[src/rtl/pipe_stage_reg_if.sv]
// Valid/ready payload channel between pipeline stages.
// The producer drives valid and data; the consumer drives ready.
interface pipe_stage_reg_if #(
    parameter int WIDTH = 32
);
    logic             valid;
    logic             ready;
    logic [WIDTH-1:0] data;

    modport master (
        output valid,
        output data,
        input  ready
    );

    modport slave (
        input  valid,
        input  data,
        output ready
    );
endinterface

[src/rtl/pipe_stage_reg.sv]
// Pipeline boundary register with optional 2-entry skid buffer,
// synchronous flush and saturating stall/bubble perf counters.
module pipe_stage_reg #(
    parameter int               WIDTH   = 32,
    parameter logic [WIDTH-1:0] RST_VAL = '0,
    parameter bit               SKID_EN = 1'b1,
    parameter int               CNT_W   = 16
) (
    input  logic                clk,
    input  logic                rst,
    pipe_stage_reg_if.slave     up,
    pipe_stage_reg_if.master    dn,
    input  logic                flush,
    input  logic                cnt_clr,
    output logic [CNT_W-1:0]    stall_cnt,
    output logic [CNT_W-1:0]    bubble_cnt
);

    typedef enum logic [1:0] {
        EMPTY = 2'd0,
        FULL  = 2'd1,
        SKID  = 2'd2
    } state_t;

    state_t           state_q;
    state_t           state_d;
    logic [WIDTH-1:0] main_q;
    logic [WIDTH-1:0] main_d;
    logic [WIDTH-1:0] skid_q;
    logic [WIDTH-1:0] skid_d;
    logic             rdy_q;
    logic             fire_in;
    logic             fire_out;
    logic             stall_inc;
    logic             bubble_inc;

    // Registered ready breaks the out_ready -> in_ready path when skidding
    assign up.ready = SKID_EN ? rdy_q
                              : ((state_q == EMPTY) | dn.ready);

    assign dn.valid = (state_q != EMPTY);
    assign dn.data  = dn.valid ? main_q : RST_VAL;

    assign fire_in  = up.valid & up.ready;
    assign fire_out = dn.valid & dn.ready;

    always_comb begin
        state_d = state_q;
        main_d  = main_q;
        skid_d  = skid_q;
        unique case (state_q)
            EMPTY: begin
                if (fire_in) begin
                    state_d = FULL;
                    main_d  = up.data;
                end
            end
            FULL: begin
                if (fire_in && !fire_out) begin
                    state_d = SKID_EN ? SKID : FULL;
                    skid_d  = up.data;
                end else if (fire_in && fire_out) begin
                    main_d  = up.data;
                end else if (fire_out) begin
                    state_d = EMPTY;
                end
            end
            SKID: begin
                if (fire_out) begin
                    state_d = FULL;
                    main_d  = skid_q;
                    skid_d  = RST_VAL;
                end
            end
            default: begin
                state_d = EMPTY;
                main_d  = RST_VAL;
                skid_d  = RST_VAL;
            end
        endcase
        // Flush overrides everything, including a same-cycle accept
        if (flush) begin
            state_d = EMPTY;
            main_d  = RST_VAL;
            skid_d  = RST_VAL;
        end
    end

    always_ff @(posedge clk or negedge rst) begin
        if (!rst) begin
            state_q <= EMPTY;
            main_q  <= RST_VAL;
            skid_q  <= RST_VAL;
            rdy_q   <= 1'b1;
        end else begin
            state_q <= state_d;
            main_q  <= main_d;
            skid_q  <= skid_d;
            rdy_q   <= (state_d != SKID);
        end
    end

    assign stall_inc  = dn.valid & ~dn.ready & (stall_cnt != '1);
    assign bubble_inc = ~dn.valid & dn.ready & (bubble_cnt != '1);

    always_ff @(posedge clk or negedge rst) begin
        if (!rst) begin
            stall_cnt  <= '0;
            bubble_cnt <= '0;
        end else if (cnt_clr) begin
            stall_cnt  <= '0;
            bubble_cnt <= '0;
        end else begin
            if (stall_inc) begin
                stall_cnt <= stall_cnt + CNT_W'(1);
            end
            if (bubble_inc) begin
                bubble_cnt <= bubble_cnt + CNT_W'(1);
            end
        end
    end

endmodule

[src/flat_wrapper.sv]
// flat-port wrapper written by rule: the top's interface ports become plain ports
module pipe_stage_reg_flat 
#(
    parameter int               WIDTH   = 32,
    parameter logic [WIDTH-1:0] RST_VAL = '0,
    parameter bit               SKID_EN = 1'b1,
    parameter int               CNT_W   = 16
)
  (clk, rst, flush, cnt_clr, stall_cnt, bubble_cnt, up_valid, up_data, up_ready, dn_valid, dn_data, dn_ready);
  pipe_stage_reg_if #(.WIDTH(WIDTH)) up_i ();
  pipe_stage_reg_if #(.WIDTH(WIDTH)) dn_i ();
  input  logic clk;
  input  logic rst;
  input  logic flush;
  input  logic cnt_clr;
  output logic [CNT_W-1:0] stall_cnt;
  output logic [CNT_W-1:0] bubble_cnt;
  input wire logic [$bits(up_i.valid)-1:0] up_valid;
  input wire logic [$bits(up_i.data)-1:0] up_data;
  output wire logic [$bits(up_i.ready)-1:0] up_ready;
  output wire logic [$bits(dn_i.valid)-1:0] dn_valid;
  output wire logic [$bits(dn_i.data)-1:0] dn_data;
  input wire logic [$bits(dn_i.ready)-1:0] dn_ready;
  assign up_i.valid = up_valid;
  assign up_i.data = up_data;
  assign up_ready = up_i.ready;
  assign dn_valid = dn_i.valid;
  assign dn_data = dn_i.data;
  assign dn_i.ready = dn_ready;
  pipe_stage_reg #(.WIDTH(WIDTH), .RST_VAL(RST_VAL), .SKID_EN(SKID_EN), .CNT_W(CNT_W)) u_core (.clk(clk), .rst(rst), .up(up_i), .dn(dn_i), .flush(flush), .cnt_clr(cnt_clr), .stall_cnt(stall_cnt), .bubble_cnt(bubble_cnt));
endmodule
[config.mk]
export PLATFORM = sky130hd
export DESIGN_NAME = pipe_stage_reg_flat
export DESIGN_NICKNAME = d
export VERILOG_FILES = /design/src/rtl/pipe_stage_reg_if.sv /design/src/rtl/pipe_stage_reg.sv /design/src/flat_wrapper.sv
export SDC_FILE = /design/constraint.sdc
export NUM_CORES = 1
export LEC_CHECK = 0
export CORE_MARGIN = 4
export CORE_UTILIZATION = 55
export DETAILED_ROUTE_END_ITERATION = 8
export PLACE_DENSITY = 0.95
export SKIP_CTS_REPAIR_TIMING = 1
export SLEW_MARGIN = 15
export SYNTH_ARGS = -nofsm -noshare
export SYNTH_HDL_FRONTEND = slang
export SYNTH_SLANG_ARGS = --single-unit
[constraint.sdc]
create_clock -name clk -period 6.01 [get_ports clk]
set_clock_uncertainty 0.2 [all_clocks]
set_input_delay 1.202 -clock clk [delete_from_list [all_inputs] [get_ports clk]]
set_output_delay 1.202 -clock clk [all_outputs]
set_load 0.02 [all_outputs]
==> results.cfg <==
[worst_setup_path]
worstPathRequired_ns = 4.61
start_kind = flop
path_class = flop to output pin
endpoint_kind = output pin
crit_arrival_ns = 2.65
critPathMaxFanout = 41

[pwr]
p_sw_w = 0.000372
p_seq_share_pct = 54.1
ir_drop_mv = 0.124
power.internal_w = 0.000969
powerDensity_nw_per_um2 = 207
leakagePower_nw = 2.81
swShare_pct = 27.7
p_comb_share_pct = 16.1
clock_power_share_pct = 29.9

[placement]
place_hpwl_um = 8130
post_dp_cell_area_um2 = 6260
portBuffers = 103
finalWeightedCongestion = 0.876

[floorplan]
die_h_um = 105
initial_utilization_pct = 56.0
die_w_um = 105
core_area_um2 = 9200
rows = 35
io_pins = 104
die-area_um2 = 11000

[detailed_routing]
drt-vias-per-instance = 6.10
via_count = 4123
detail-route-antenna-nets = 0
drtIter0Drc = 214
drc = 0
wl_um = 11800
dr.pass1.iters = 6
wl_per_cell_um = 17.5

[worst_hold_path]
hold_class = flop to flop

[clocking]
cts_tree = yes
ctsRootBufferMaster = clkbuf_8
cts.sinks = 99
path_clk_slew_ns = 0.11
clockBufferDepth = 2
htreeDepth = 3
cts_made_buffers = 9
clkLatencyLatePin_ns = 0.36

[timing]
timing.final.crit_period_ns = 4.05
max_freq_ghz = 0.247
rsz0062_at_grt = false
slew_headroom_pct = 24.2
setup_violations = 0
worst_pin_slew_ns = 1.14
finalCritPeriodShare_pct = 67.4
finalHoldViolations = 0
finalMaxSlewViolations = 0
setup-tns-final_ns = 0

[grt]
grt-ovfl-total = 0
met1_usage_pct = 28.2
busiest_layer = met2
grt_pass1_vias = 4053
grt_pass1_wl_um = 19700
grt_use_met2_pct = 36.6
antenna_found_initial = 0
track_usage_pct = 21.7
grt_max_degree = 65
grt_util_met3_pct = 3.77

[yosys]
yosysUniqueCellTypes = 46
synth_area_leader_cell = dfrtp_1
synth_warnings = 0
synth_top_area_share_pct = 47.6
async_flop_share_pct = 100
syn_nets = 512
synth_area_um2 = 5150
synth_edf_count = 0
post-synth-top-count-cell = dfrtp_1
synth_area_per_cell_um2 = 10.9
seq_area_frac_synth_pct = 48.1
ys.flop_type = dfrtp_1
synth_seq_cells = 99
synthTopCellsByArea = dfrtp_1, mux2_2, a22o_1
syn_inst = 472
synth_common_cells = dfrtp_1, mux2_2, nor2b_1

[cells_and_area]
diodes = 0
fin_util_pct = 70.3
fin_area_um2 = 6460
fin_nets = 600
drive_gt1_share_pct = 19.8
area_growth_pct = 25.5

[outcome]
status = finished, final reports clean

[flow_run]
maxCapViolCount = 0
## final timing paths
| check | from | endpoint | slack, ns | depth (start not counted) |
|---|---|---|---|---|
| worst max-delay path | u_core.state_q[0] | dn_data[14] | 1.96 | 4 |
| worst min-delay path | u_core.main_q[12] | u_core.main_q[12] | 0.31 | 1 |
| worst max register to register | u_core.state_q[0] | u_core.skid_q[28] | 3.10 | 3 |
| worst min register to register | u_core.main_q[12] | u_core.main_q[12] | 0.31 | 1 |
| max in group asynchronous | rst | u_core.main_q[23] | 3.90 | 2 |
| min in group asynchronous | rst | u_core.main_q[8] | 0.66 | 1 |
## metrics by stage
stage	power (W)	setup slack [ns]	cells	hold slack (ns)
4_1_cts	0.00135	1.98	675	0.309
5_1_grt	0.00140	1.79	676	0.314
3_5_place_dp	0.000953	2.34	659	0.285
3_3_place_gp	0.000943	2.39	659	0.279
6_report	0.00134	1.96	676	0.306
2_1_floorplan	0.000855	3.07	472	0.271
## layer usage
layer,wire [um],vias to the layer above
met3,534,22
met1,5020,2049
met4,260,0
met2,5990,137
met5,0,-
li1,-,1915
## worst max-delay path, stage by stage (launching register included)
cell and delay [ns]:
dfrtp_1 1.10, nor2_2 0.03, buf_4 0.29, nor2b_1 0.22
clkdlybuf4s50_1 0.63
## placed cells by master (no fill, tap or decap), drive strengths merged, types with 5 or more instances in the layout
master	instances
clkdlybuf4s50	102
dfrtp	98
mux2	77
nor2b	44
and3	34
a22o	32
nor2	24
nand2	17
a21oi	15
inv	11
nand4	10
clkbuf	9
or4	9
nand3	8
nor4	7
nor3	7
buf	6
o41ai	5
o31ai	5
## cell type report
type / instances / area (um^2)
inverter: 8 / 30.0
clock buffer: 9 / 124
fill: 663 / 2730
tap: 111 / 139
sequential: 99 / 2480
multi-input combinational: 334 / 2550
timing repair buffer: 108 / 1080
clock inverter: 7 / 57.6
## power by group through the flow
stage,logic (W),registers (W),clock network (W)
global route,0.000234,0.000729,0.000438
CTS,0.000216,0.000724,0.000409
detailed placement,0.000216,0.000737,0
global placement,0.000208,0.000735,0
finish,0.000216,0.000725,0.000400
floorplan,0.000127,0.000728,0
## registers in the layout (all words and copies together) (netlist names)
name	count
u_core.main_q	32
u_core.skid_q	32
u_core.bubble_cnt	16
u_core.stall_cnt	16
u_core.state_q	2
u_core.up.ready	1
## cell families after synthesis
group / count (synthesis) / share of synthesized area, %
adder cells (fa/ha/maj): 2 / 0.486
AO/OA/AOI/OAI: 75 / 11.1
multiplexers: 79 / 17.2
XOR/XNOR: 2 / 0.340
flip-flops: 99 / 48.1
AND/OR/NAND/NOR: 176 / 19.8
buffers and inverters: 39 / 2.89
(Power assumes the default switching activity.)
